File: config.mk
export PLATFORM = sky130hd
export DESIGN_NAME = scariv_disp_credit_ctrl
export DESIGN_NICKNAME = d
export VERILOG_FILES = /design/src/rtl/scariv_pkg.sv /design/src/rtl/scariv_credit_counter.sv /design/src/rtl/scariv_disp_credit_ctrl.sv
export SDC_FILE = /design/constraint.sdc
export NUM_CORES = 1
export LEC_CHECK = 0
export CAP_MARGIN = 20
export CORE_MARGIN = 2
export CORE_UTILIZATION = 35
export DETAILED_ROUTE_END_ITERATION = 10
export GPL_ROUTABILITY_DRIVEN = 0
export PLACE_DENSITY = 0.67
export SYNTH_ARGS = -nofsm -noshare
export SYNTH_HDL_FRONTEND = slang
export SYNTH_SLANG_ARGS = --single-unit
File: constraint.sdc
create_clock -name i_clk -period 8.35 [get_ports i_clk]
set_input_delay 0.835 -clock i_clk [delete_from_list [all_inputs] [get_ports i_clk]]
set_output_delay 0.835 -clock i_clk [all_outputs]
set_load 0.02 [all_outputs]
File: src/rtl/scariv_pkg.sv
// ----------------------------------------------------------------------------
// scariv_pkg
//   Shared types and default sizing for the dispatch credit controller.
//   - DISP_* localparams : default sizing used by scariv_disp_credit_ctrl
//   - rsrc_class_t       : resource class ordering (slot k of the packed
//                          per-class vectors)
//   - resource_cnt_t     : packed per-class counter vector
//   - brtag_cnt_t        : branch-tag pool counter
//   - disp_credit_state_t: dispatch controller state (RUN / DRAIN)
// ----------------------------------------------------------------------------
package scariv_pkg;

    localparam int DISP_NUM_RSRC  = 4;
    localparam int DISP_CREDIT_MAX = 16;
    localparam int DISP_BRTAG_MAX  = 8;
    localparam int DISP_CNT_W      = $clog2(DISP_CREDIT_MAX + 1);
    localparam int DISP_BRTAG_W    = $clog2(DISP_BRTAG_MAX + 1);
    localparam int DISP_FLUSH_LAT  = 3;

    // Order matters: class k occupies bits [k*CNT_W +: CNT_W] of every
    // per-class vector on the controller ports.
    typedef enum logic [1:0] {
        RSRC_ALU = 2'd0,
        RSRC_LSU = 2'd1,
        RSRC_BRU = 2'd2,
        RSRC_CSU = 2'd3
    } rsrc_class_t;

    typedef logic [DISP_NUM_RSRC-1:0][DISP_CNT_W-1:0] resource_cnt_t;
    typedef logic [DISP_BRTAG_W-1:0]                  brtag_cnt_t;

    typedef enum logic {
        DISP_RUN   = 1'b0,
        DISP_DRAIN = 1'b1
    } disp_credit_state_t;

endpackage

File: src/rtl/scariv_credit_counter.sv
// ----------------------------------------------------------------------------
// scariv_credit_counter
//   One free-entry credit counter. Each cycle the counter takes
//   cnt - consume + return (computed one bit wider than the counter), clamps
//   results above MAX to MAX and results below zero to zero, and raises a
//   sticky error on either event. A reload forces the count back to MAX and
//   leaves the error flag untouched.
//
//   Ports:
//     i_clk, i_reset_n : clock, asynchronous active-low reset (count -> MAX)
//     i_consume        : credits taken this cycle (already gated by dispatch)
//     i_return         : credits freed this cycle (already gated by state)
//     i_reload         : restore count to MAX
//     o_cnt            : current registered credit count
//     o_err            : sticky over-return / underflow flag
// ----------------------------------------------------------------------------
module scariv_credit_counter #(
    parameter int MAX = 16,
    parameter int W   = $clog2(MAX + 1)
) (
    input  logic         i_clk,
    input  logic         i_reset_n,
    input  logic [W-1:0] i_consume,
    input  logic [W-1:0] i_return,
    input  logic         i_reload,
    output logic [W-1:0] o_cnt,
    output logic         o_err
);

    logic [W-1:0] cnt_reg;
    logic [W-1:0] cnt_next;
    logic         err_reg;
    logic         err_next;
    logic [W:0]   gained;
    logic [W:0]   result;

    always_comb begin
        gained   = {1'b0, cnt_reg} + {1'b0, i_return};
        result   = gained - {1'b0, i_consume};
        cnt_next = cnt_reg;
        err_next = err_reg;
        if (i_reload) begin
            cnt_next = W'(MAX);
        end else if (gained < {1'b0, i_consume}) begin
            // Underflow cannot happen while dispatch is gated by ready, but
            // guard it so a wrapped count never masquerades as free credit.
            cnt_next = '0;
            err_next = 1'b1;
        end else if (result > (W+1)'(MAX)) begin
            cnt_next = W'(MAX);
            err_next = 1'b1;
        end else begin
            cnt_next = result[W-1:0];
        end
    end

    always_ff @(posedge i_clk or negedge i_reset_n) begin
        if (!i_reset_n) begin
            cnt_reg <= W'(MAX);
            err_reg <= 1'b0;
        end else begin
            cnt_reg <= cnt_next;
            err_reg <= err_next;
        end
    end

    assign o_cnt = cnt_reg;
    assign o_err = err_reg;

endmodule

File: src/rtl/scariv_disp_credit_ctrl.sv
// ----------------------------------------------------------------------------
// scariv_disp_credit_ctrl
//   Credit-based dispatch gate between rename/dispatch and the issue queues.
//   Keeps one free-entry counter per resource class plus a branch-tag pool and
//   accepts a dispatch group only when every class request and (if needed) a
//   branch tag fit in the registered credits. A flush blocks dispatch for a
//   fixed drain period, after which all credits are reloaded to maximum.
//
//   Ports:
//     i_clk, i_reset_n      : clock, asynchronous active-low reset
//     i_disp_valid          : dispatch group valid
//     i_disp_rsrc_cnt       : requested entries, class k at [k*CNT_W +: CNT_W]
//     i_disp_is_br_included : group needs one branch tag
//     o_disp_ready          : combinational accept (independent of valid)
//     i_ret_valid/i_ret_cnt : per-class credit return strobe / amount
//     i_brtag_ret           : one branch tag freed
//     i_flush               : pipeline flush from commit
//     o_credit              : current free credits per class
//     o_stall_cause         : [k] class k short, [NUM_RSRC] brtag short,
//                             [NUM_RSRC+1] flushing/draining
//     o_credit_err          : sticky over-return / underflow error
//     o_stall_cycles        : per stall-cause saturating 32-bit counters,
//                             present only with SCARIV_DISP_CREDIT_PERF_EN
//
//   Build option: define SCARIV_DISP_CREDIT_PERF_EN to add o_stall_cycles.
// ----------------------------------------------------------------------------
module scariv_disp_credit_ctrl
    import scariv_pkg::*;
#(
    parameter int NUM_RSRC   = DISP_NUM_RSRC,
    parameter int CREDIT_MAX = DISP_CREDIT_MAX,
    parameter int BRTAG_MAX  = DISP_BRTAG_MAX,
    parameter int CNT_W      = $clog2(CREDIT_MAX + 1),
    parameter int FLUSH_LAT  = DISP_FLUSH_LAT
) (
    input  logic                      i_clk,
    input  logic                      i_reset_n,
    input  logic                      i_disp_valid,
    input  logic [NUM_RSRC*CNT_W-1:0] i_disp_rsrc_cnt,
    input  logic                      i_disp_is_br_included,
    output logic                      o_disp_ready,
    input  logic [NUM_RSRC-1:0]       i_ret_valid,
    input  logic [NUM_RSRC*CNT_W-1:0] i_ret_cnt,
    input  logic                      i_brtag_ret,
    input  logic                      i_flush,
    output logic [NUM_RSRC*CNT_W-1:0] o_credit,
    output logic [NUM_RSRC+1:0]       o_stall_cause,
    output logic                      o_credit_err
`ifdef SCARIV_DISP_CREDIT_PERF_EN
    ,
    output logic [(NUM_RSRC+2)*32-1:0] o_stall_cycles
`endif
);

    localparam int BRTAG_W = $clog2(BRTAG_MAX + 1);
    localparam int DRAIN_W = (FLUSH_LAT > 1) ? $clog2(FLUSH_LAT) : 1;

    disp_credit_state_t state_reg;
    disp_credit_state_t state_next;
    logic [DRAIN_W-1:0] drain_cnt_reg;
    logic [DRAIN_W-1:0] drain_cnt_next;

    logic [NUM_RSRC-1:0] credit_ok;
    logic [NUM_RSRC-1:0] credit_err;
    logic [BRTAG_W-1:0]  brtag_cnt;
    logic                brtag_err;
    logic                brtag_ok;
    logic                blocked;
    logic                fire;
    logic                reload;
    logic                ret_en;

    // ------------------------------------------------------------------
    // Run/drain sequencing
    // ------------------------------------------------------------------
    always_comb begin
        state_next     = state_reg;
        drain_cnt_next = drain_cnt_reg;
        case (state_reg)
            DISP_RUN: begin
                if (i_flush) begin
                    state_next     = DISP_DRAIN;
                    drain_cnt_next = DRAIN_W'(FLUSH_LAT - 1);
                end
            end
            DISP_DRAIN: begin
                if (i_flush) begin
                    drain_cnt_next = DRAIN_W'(FLUSH_LAT - 1);
                end else if (drain_cnt_reg == '0) begin
                    state_next = DISP_RUN;
                end else begin
                    drain_cnt_next = drain_cnt_reg - 1'b1;
                end
            end
            default: begin
                state_next     = DISP_RUN;
                drain_cnt_next = '0;
            end
        endcase
    end

    always_ff @(posedge i_clk or negedge i_reset_n) begin
        if (!i_reset_n) begin
            state_reg     <= DISP_RUN;
            drain_cnt_reg <= '0;
        end else begin
            state_reg     <= state_next;
            drain_cnt_reg <= drain_cnt_next;
        end
    end

    // Reload happens on the last drain cycle so credits are full on the first
    // RUN cycle. Returns arriving while draining are superseded by the reload.
    assign reload  = (state_reg == DISP_DRAIN) && (drain_cnt_reg == '0) && !i_flush;
    assign ret_en  = (state_reg == DISP_RUN);
    assign blocked = (state_reg == DISP_DRAIN) || i_flush;

    // ------------------------------------------------------------------
    // Per-class credit counters
    // ------------------------------------------------------------------
    genvar gi;
    generate
        for (gi = 0; gi < NUM_RSRC; gi++) begin : g_class
            logic [CNT_W-1:0] req;
            logic [CNT_W-1:0] credit;

            assign req           = i_disp_rsrc_cnt[gi*CNT_W +: CNT_W];
            assign credit_ok[gi] = (credit >= req);

            scariv_credit_counter #(
                .MAX (CREDIT_MAX),
                .W   (CNT_W)
            ) u_credit (
                .i_clk     (i_clk),
                .i_reset_n (i_reset_n),
                .i_consume (fire ? req : '0),
                .i_return  ((ret_en && i_ret_valid[gi]) ? i_ret_cnt[gi*CNT_W +: CNT_W] : '0),
                .i_reload  (reload),
                .o_cnt     (credit),
                .o_err     (credit_err[gi])
            );

            assign o_credit[gi*CNT_W +: CNT_W] = credit;
        end
    endgenerate

    // Branch-tag pool: same counter with a one-tag consume/return granularity.
    scariv_credit_counter #(
        .MAX (BRTAG_MAX),
        .W   (BRTAG_W)
    ) u_brtag (
        .i_clk     (i_clk),
        .i_reset_n (i_reset_n),
        .i_consume (BRTAG_W'(fire && i_disp_is_br_included)),
        .i_return  (BRTAG_W'(ret_en && i_brtag_ret)),
        .i_reload  (reload),
        .o_cnt     (brtag_cnt),
        .o_err     (brtag_err)
    );

    assign brtag_ok = !i_disp_is_br_included || (brtag_cnt != '0);

    // Ready looks only at registered credits, so a same-cycle return can never
    // enable the dispatch it coincides with.
    assign o_disp_ready = !blocked && (&credit_ok) && brtag_ok;
    assign fire         = i_disp_valid && o_disp_ready;

    // Every cause bit is a term of ready, so the vector is zero whenever
    // ready is high.
    assign o_stall_cause = {blocked, !brtag_ok, ~credit_ok};
    assign o_credit_err  = (|credit_err) || brtag_err;

`ifdef SCARIV_DISP_CREDIT_PERF_EN
    // ------------------------------------------------------------------
    // Stall-cycle counters, one per cause bit, saturating at all-ones
    // ------------------------------------------------------------------
    generate
        for (gi = 0; gi < NUM_RSRC + 2; gi++) begin : g_perf
            logic [31:0] stall_cyc_reg;

            always_ff @(posedge i_clk or negedge i_reset_n) begin
                if (!i_reset_n) begin
                    stall_cyc_reg <= '0;
                end else if (i_disp_valid && o_stall_cause[gi] && (stall_cyc_reg != '1)) begin
                    stall_cyc_reg <= stall_cyc_reg + 32'd1;
                end
            end

            assign o_stall_cycles[gi*32 +: 32] = stall_cyc_reg;
        end
    endgenerate
`endif

endmodule

==> flow_summary.toml, run 1 <==
[detailed_routing]
drc = 0
routed_via_density = 5.11
wl_per_cell_um = 14.0
wl_met2_um = 4480
route.met3.wl_um = 437
totalWireLength_um = 9210
dr_total_vias = 3370
drt_iter0_markers = 151
drt-pass1-iter-count = 6
ant_nets = 0
wl_met1_um = 4160
topRoutingLayerUsed = "met4"

[timing]
maxSlewViolCount = 0
hold_viol_final = 0
timing.final.ws_setup_ns = 3.19
slew_headroom_pct = 53.0
fin_worst_skew_ns = 0.00778
period_share_pct = 61.7
rsz0062_at_grt = "no"
min_period_ns = 5.16
tightest_slew_ns = 0.702
final-setup-viol-count = 0
max_freq_mhz = 194
tns_ns = 0

[floorplan]
rows = 37
io_pins = 78
die_h_um = 107
die_w_um = 107
die_area_mm2 = 0.0115
core_area_mm2 = 0.0103
start_util_pct = 36.0

[synth]
ys_ff_latch = 32
synth_compound_area_share_pct = 17.1
yosysSeqAreaShare_pct = 21.7
synth_xor_area_share_pct = 7.08
synthSimpleGateAreaFrac_pct = 22.6
synth_fa_ha_area_share_pct = 26.2
ys_types = 47
synth_mux_area_share_pct = 0
synth_cells = 442
ys_top_cells_by_area = "ha_1 22%, dfrtp_1 18%, a21oi_1 5.0%"
synth_top_area_share_pct = 21.9
synth_ff_type = "dfrtp_1"
ys.warnings.count = 0
synth_top_family_by_area = "adder cells"
synthArstFlopShare_pct = 100
synth_largest_area_cell = "ha_1"
synth_fp_nets = 565
synth_edf_count = 0
syn_avg_cell_area_um2 = 8.40
netlist_area_mm2 = 0.00371

[place]
dp_hpwl_um = 7670
pre_cts_slack_ns = 2.91
port_buffers = 77
dp.cells = 651

[clock_tree]
cts_resized = 0
root_buffer = "clkbuf_8"
cts_tree = "yes"
cts_buffers = 5
cts_setup_buffers = 0
insertion_delay_ns = 0.29
cts_max_path_buffers = 2
clkSinkCount = 32
path_clk_slew_ns = 0.07
hold_buffers = 0
htreeDepth = 2

[finish]
layout.cells.non_filler = 659
layout-drive-gt1-share_pct = 4.78
largest_reg_flops = 20
final_common_cell = "clkdlybuf4s50_1"
layout_common_cells = "77 x clkdlybuf4s50_1, 65 x ha_1, 43 x inv_1, 37 x a21oi_1, 35 x nand2_1"
nets = 645
final_core_util_pct = 45.8
multiInputGateArea_mm2 = 0.00271
seq_area_um2 = 807
nFillCells = 1025
area_growth_syn_to_layout_pct = 27.4
diodes = 0

[worst_setup_path]
cp-end-kind = "flop"
path_class = "input port to flop"
path_max_fanout = 11
crit_required_ns = 8.52
regToRegSetupSlack_ns = 3.79
cp_slowest_stage_delay_ns = 0.60
cp_num_buf_inv = 3
crit_family = "simple AND/OR/NAND/NOR gates"
worstPathCellList = "clkdlybuf4s50_1 > inv_1 > ha_1 > o211ai_1 > o21a_1 > or4_1 > nor3b_2 > buf_4 > nand2_1 > ha_1 > nor2b_1 > o21ai_0 > o21ai_0 > or2_2 > and2_1 > nor4_1"
worst_path_max_delay_cell = "nor3b_2"
critPathLaunch = "i_disp_rsrc_cnt[4]"
timing.rr.start = "g_class[2].u_credit.o_cnt[0]"
critPathLaunchType = "input port"
arrival_ns = 5.32

[power]
ir_worst_vdd_mv = 0.0850
p_per_area_mw_per_mm2 = 235
p_leak_nw = 2.19

[job]
cap_violations = 0

[grt]
grt_pass1_vias = 3529
grtUsageTotal_pct = 17.2
grt_pass1_wl_um = 16000
antenna_found_initial = 0
grt_start_max_net_pins = 33
overflow = 0

[min_path]
holdCritPathClass = "flop to flop"
hp-start = "g_class[0].u_credit.o_err"

[outcome]
outcome = "complete, no violations"
[layout make-up]
class | count | area share [%]
Tap cell | 136 | 3.60
Clock buffer | 6 | 1.75
Multi-Input combinational cell | 361 | 57.4
Inverter | 43 | 3.41
Clock inverter | 2 | 0.212
Timing Repair Buffer | 79 | 16.6
Sequential cell | 32 | 17.1
[power by group]
part / internal, mW / switching [mW] / total [mW]
registers: 0.199 / 0.0372 / 0.236
logic: 0.337 / 0.412 / 0.749
clock network: 0.0657 / 0.0589 / 0.125
total: 0.602 / 0.508 / 1.11
[per-layer routing]
| metal | vias to the layer above | global-route usage (%) |
|---|---|---|
| met4 | 0 | 4.82 |
| met1 | 1557 | 21.2 |
| met3 | 11 | 2.07 |
| met5 | - | 0 |
| met2 | 94 | 31.3 |
| li1 | 1708 | - |
[through the flow]
stage / hold WS [ns] / cell area (um^2) / total power, mW
2_1_floorplan: 0.440 / 3710 / 0.761
3_3_place_gp: 0.461 / 4640 / 0.957
3_5_place_dp: 0.460 / 4640 / 0.978
4_1_cts: 0.477 / 4730 / 1.11
5_1_grt: 0.513 / 4730 / 1.22
6_report: 0.473 / 4730 / 1.11
[path summary, 6_finish.rpt]
kind / endpoint / cells after the start
min in group asynchronous: g_class[0].u_credit.o_err / 2
worst min register to register: g_class[0].u_credit.o_err / 1
worst min-delay path: g_class[0].u_credit.o_err / 1
max in group asynchronous: g_class[2].u_credit.o_cnt[4] / 2
worst max register to register: g_class[3].u_credit.o_cnt[2] / 16
worst max-delay path: g_class[3].u_credit.o_cnt[2] / 16
[cells by family (layout without fill, tap and decap cells)]
| group | count (synthesis) | count (layout) |
|---|---|---|
| compound gates | 99 | 99 |
| fa+ha+maj | 73 | 73 |
| xor+xnor | 30 | 30 |
| simple gates | 159 | 159 |
| buf+inv | 49 | 130 |
| flops | 32 | 32 |
[synthesized netlist by cell type (all sizes together) (11+ instances only)]
library cell,instances
ha,65
xnor2,14
inv,43
a21oi,37
o21ai,11
and2,27
dfrtp,27
nand3,15
xor2,16
nor2b,18
nand2,35
nor2,27
Power figures use the tool's default switching activity.
==> run 2, diff against run 1 <==
==> constraint.sdc (replaced) <==
create_clock -name i_clk -period 5.03 [get_ports i_clk]
set_input_delay 0.503 -clock i_clk [delete_from_list [all_inputs] [get_ports i_clk]]
set_output_delay 0.503 -clock i_clk [all_outputs]
set_load 0.02 [all_outputs]
==> flow_summary.toml, run 2 (synthesized netlist as in run 1, its figures left out) <==
[grt]
overflow = 0
antenna_found_initial = 0
grtUsageTotal_pct = 16.2
grt_pass1_wl_um = 15200
grt_pass1_vias = 3344
grt_start_max_net_pins = 33

[detailed_routing]
dr_total_vias = 3321
ant_nets = 0
drt-pass1-iter-count = 4
drt_iter0_markers = 111
totalWireLength_um = 8990
routed_via_density = 5.03
wl_per_cell_um = 13.6
drc = 0

[job]
cap_violations = 0

[timing]
tightest_slew_ns = 0.660
hold_viol_final = 0
slew_headroom_pct = 55.9
fin_worst_skew_ns = 0.00461
tns_ns = 0
timing.final.ws_setup_ns = 0.684
period_share_pct = 86.4
final-setup-viol-count = 0
maxSlewViolCount = 0
max_freq_mhz = 230
rsz0062_at_grt = "no"
whs_ns = 0.475
min_period_ns = 4.35

[floorplan]
die_area_mm2 = 0.0115
die_w_um = 107
rows = 37
core_area_mm2 = 0.0103
io_pins = 78
start_util_pct = 36.0
die_h_um = 107

[power]
ir_worst_vdd_mv = 0.154
p_per_area_mw_per_mm2 = 392
p_leak_nw = 2.20
finalPower_mw = 1.86

[place]
pre_cts_slack_ns = 0.375
dp_hpwl_um = 7470
port_buffers = 77
dp.cells = 652

[finish]
area_growth_syn_to_layout_pct = 28.0
layout-drive-gt1-share_pct = 4.77
diodes = 0
final_common_cell = "clkdlybuf4s50_1"
layout_common_cells = "77 x clkdlybuf4s50_1, 65 x ha_1, 43 x inv_1, 37 x a21oi_1, 35 x nand2_1"
layout.cells.non_filler = 660
largest_reg_flops = 20
nets = 646

[clock_tree]
cts_buffers = 5
cts_tree = "yes"
cts_setup_buffers = 0
path_clk_slew_ns = 0.07
root_buffer = "clkbuf_8"
cts_max_path_buffers = 2
htreeDepth = 2
clkSinkCount = 32
cts_resized = 0
insertion_delay_ns = 0.28
hold_buffers = 0

[worst_setup_path]
cp-end-kind = "flop"
crit_family = "simple AND/OR/NAND/NOR gates"
worst_path_max_delay_cell = "or4_1"
path_max_fanout = 11
worstPathCellList = "clkdlybuf4s50_1 > inv_1 > ha_1 > o211ai_1 > o21a_1 > or4_1 > nor3b_2 > buf_4 > nand2_1 > ha_1 > nor2b_1 > o21ai_0 > o21ai_0 > or2_2 > and2_1 > nor4_1"
path_class = "input port to flop"
crit_required_ns = 5.17
critPathLaunchType = "input port"
cp_slowest_stage_delay_ns = 0.56
cp_num_buf_inv = 3
arrival_ns = 4.49

[outcome]
outcome = "complete, no violations"

[min_path]
holdCritPathClass = "flop to flop"
## run 2: metal layers
layer	GRT usage (%)	vias up	wire length, um
met3	2.01	9	345
met1	20.5	1530	4200
li1	-	1715	-
met5	0	-	0
met4	3.80	0	91
met2	29.3	67	4350
## run 2: worst register-to-register path, cell delays in order, from the launching register on
cell and delay (ns):
dfrtp_1 0.38, inv_1 0.05, ha_1 0.26, nand2b_1 0.10, a211oi_1 0.08, o21a_1 0.24
or4_1 0.56, nor3b_2 0.20, buf_4 0.22, nand2_1 0.12, ha_1 0.28, nor2b_1 0.12
o21ai_0 0.20, o21ai_0 0.20, or2_2 0.34, and2_1 0.20, nor4_1 0.39
## run 2: worst paths after layout
kind | cells after the start | slack, ns | endpoint | start
max | 16 | 0.68 | g_class[3].u_credit.o_cnt[2] | i_disp_rsrc_cnt[12]
min reg2reg | 1 | 0.47 | g_class[0].u_credit.o_err | g_class[0].u_credit.o_err
min | 1 | 0.47 | g_class[0].u_credit.o_err | g_class[0].u_credit.o_err
max reg2reg | 16 | 0.96 | g_class[3].u_credit.o_cnt[2] | g_class[2].u_credit.o_cnt[0]
max in group asynchronous | 2 | 4.06 | u_brtag.o_cnt[3] | i_reset_n
min in group asynchronous | 2 | 0.63 | g_class[3].u_credit.o_cnt[2] | i_reset_n
## run 2: final cells by class
class	count	area (um^2)
Fill cell	1007	5570
Multi-Input combinational cell	361	2710
Sequential cell	32	807
Timing Repair Buffer	80	793
Tap cell	136	170
Inverter	43	161
Clock buffer	6	72.6
Clock inverter	2	35.0
## run 2: metrics by stage
| step | instance area (um^2) | utilization [%] |
|---|---|---|
| final | 4750 | 46.0 |
| after global routing | 4750 | 46.0 |
| after CTS | 4750 | 46.0 |
| after detailed placement | 4640 | 45.0 |
| after global placement | 4640 | 45.0 |
| after floorplan | 3710 | - |
## run 2: power by group
group / switching (mW) / leakage [nW] / total [mW] / internal (mW)
clock: 0.0947 / 0.0552 / 0.242 / 0.147
combinational: 0.671 / 1.76 / 1.23 / 0.559
sequential: 0.0624 / 0.393 / 0.393 / 0.331
==> run 3, diff against run 2 <==
--- a/config.mk
+++ b/config.mk
@@ -6,7 +6,7 @@
 export NUM_CORES = 1
 export LEC_CHECK = 0
 export CAP_MARGIN = 20
-export CORE_MARGIN = 2
+export CORE_MARGIN = 3
 export CORE_UTILIZATION = 35
 export DETAILED_ROUTE_END_ITERATION = 10
 export GPL_ROUTABILITY_DRIVEN = 0
==> flow_summary.toml, run 3 (synthesized netlist as in run 1, its figures left out) <==
[worst_setup_path]
cp-end-kind = "flop"
timing.rr.start = "g_class[2].u_credit.o_cnt[0]"
path_class = "input port to flop"
cp_slowest_stage_delay_ns = 0.56
crit_required_ns = 5.18
cp_num_buf_inv = 3
path_max_fanout = 11
crit_family = "simple AND/OR/NAND/NOR gates"
arrival_ns = 4.50
worstPathCellList = "clkdlybuf4s50_1 > inv_1 > ha_1 > o211ai_1 > o21a_1 > or4_1 > nor3b_2 > buf_4 > nand2_1 > ha_1 > nor2b_1 > o21ai_0 > o21ai_0 > or2_2 > and2_1 > nor4_1"
critPathLaunch = "i_disp_rsrc_cnt[14]"
worst_path_max_delay_cell = "or4_1"
critPathLaunchType = "input port"

[finish]
area_growth_syn_to_layout_pct = 27.2
multiInputGateArea_mm2 = 0.00271
layout-drive-gt1-share_pct = 4.58
diodes = 0
nets = 646
nFillCells = 989
final_common_cell = "clkdlybuf4s50_1"
seq_area_um2 = 807
stdcell_area_mm2 = 0.00472
layout_common_cells = "77 x clkdlybuf4s50_1, 65 x ha_1, 43 x inv_1, 37 x a21oi_1, 35 x nand2_1"
largest_reg_flops = 20

[power]
p_clk_share_pct = 10.7
p_int_mw = 0.986
p_leak_nw = 2.19
p_per_area_mw_per_mm2 = 387
comb_power_share_pct = 68.0
ir_worst_vdd_mv = 0.160
switching_share_pct = 46.0
power_frac_seq_pct = 21.3
switching_power_mw = 0.839

[timing]
rsz0062_at_grt = "no"
tns_ns = 0
whs_ns = 0.473
fin_worst_skew_ns = 0.00275
max_freq_mhz = 230
min_period_ns = 4.35
maxSlewViolCount = 0
tightest_slew_ns = 0.716
period_share_pct = 86.6
hold_viol_final = 0
final-setup-viol-count = 0
slew_headroom_pct = 52.1

[clock_tree]
cts_buffers = 5
root_buffer = "clkbuf_8"
cts_setup_buffers = 0
cts_tree = "yes"
cts_resized = 0
path_clk_slew_ns = 0.07
hold_buffers = 0
insertion_delay_ns = 0.28
clkSinkCount = 32
cts_max_path_buffers = 2
htreeDepth = 2

[grt]
grt_pass1_vias = 3476
antenna_found_initial = 0
grt_start_max_net_pins = 33
grt_pass1_wl_um = 15600
overflow = 0
grtUsageTotal_pct = 16.3

[detailed_routing]
drt-pass1-iter-count = 4
dr_total_vias = 3395
wl_per_cell_um = 14.0
totalWireLength_um = 9190
drt_iter0_markers = 135
drc = 0
routed_via_density = 5.17
ant_nets = 0

[place]
place_area_mm2 = 0.00464
dp_hpwl_um = 7660
port_buffers = 77

[floorplan]
die_area_mm2 = 0.0119
start_util_pct = 37.0
core_area_mm2 = 0.0100
io_pins = 78
die_h_um = 109
die_w_um = 109
rows = 36

[min_path]
holdCritPathClass = "flop to flop"
hp-start = "g_class[0].u_credit.o_err"

[outcome]
outcome = "complete, no violations"

[job]
cap_violations = 0
==> run 3: metrics by stage <==
step | power [mW] | cells | util [%] | worst slack (ns)
2_1_floorplan | 1.26 | 442 | - | 1.12
3_3_place_gp | 1.59 | 649 | 46.2 | 0.455
3_5_place_dp | 1.63 | 649 | 46.2 | 0.383
4_1_cts | 1.83 | 657 | 47.0 | 0.685
5_1_grt | 2.01 | 657 | 47.0 | 0.406
6_report | 1.83 | 657 | 47.0 | 0.675
==> run 3: final timing paths <==
check,cells past startpoint,slack [ns],end
setup reg to reg,16,0.95,g_class[3].u_credit.o_cnt[3]
hold / removal,1,0.47,g_class[0].u_credit.o_err
min in group asynchronous,2,0.64,drain_cnt_reg[0]
setup / recovery,16,0.68,g_class[3].u_credit.o_cnt[3]
hold reg to reg,1,0.47,g_class[0].u_credit.o_err
max in group asynchronous,2,4.05,g_class[1].u_credit.o_cnt[4]
==> run 3: power groups by stage <==
stage / Sequential, mW / Combinational [mW] / Clock [mW]
5_1_grt: 0.401 / 1.40 / 0.215
3_5_place_dp: 0.395 / 1.23 / 0
3_3_place_gp: 0.396 / 1.20 / 0
2_1_floorplan: 0.428 / 0.836 / 0
4_1_cts: 0.391 / 1.24 / 0.203
6_report: 0.389 / 1.24 / 0.195
==> run 3: layout make-up <==
class,count,share of cell area (%)
clock buffer,7,1.62
clock inverter,1,0.106
inverter,43,3.42
multi-input combinational,361,57.4
sequential,32,17.1
tap,133,3.52
timing repair buffer,80,16.8
==> run 3: routing by layer <==
layer | track usage [%] | up-vias | wire length, um | part of all wire [%]
met5 | 0 | - | 0 | 0
met4 | 5.23 | 0 | 112 | 1.2
met3 | 2.13 | 14 | 369 | 4.0
met2 | 28.9 | 72 | 4510 | 49
met1 | 20.5 | 1599 | 4200 | 46
li1 | - | 1710 | - | -
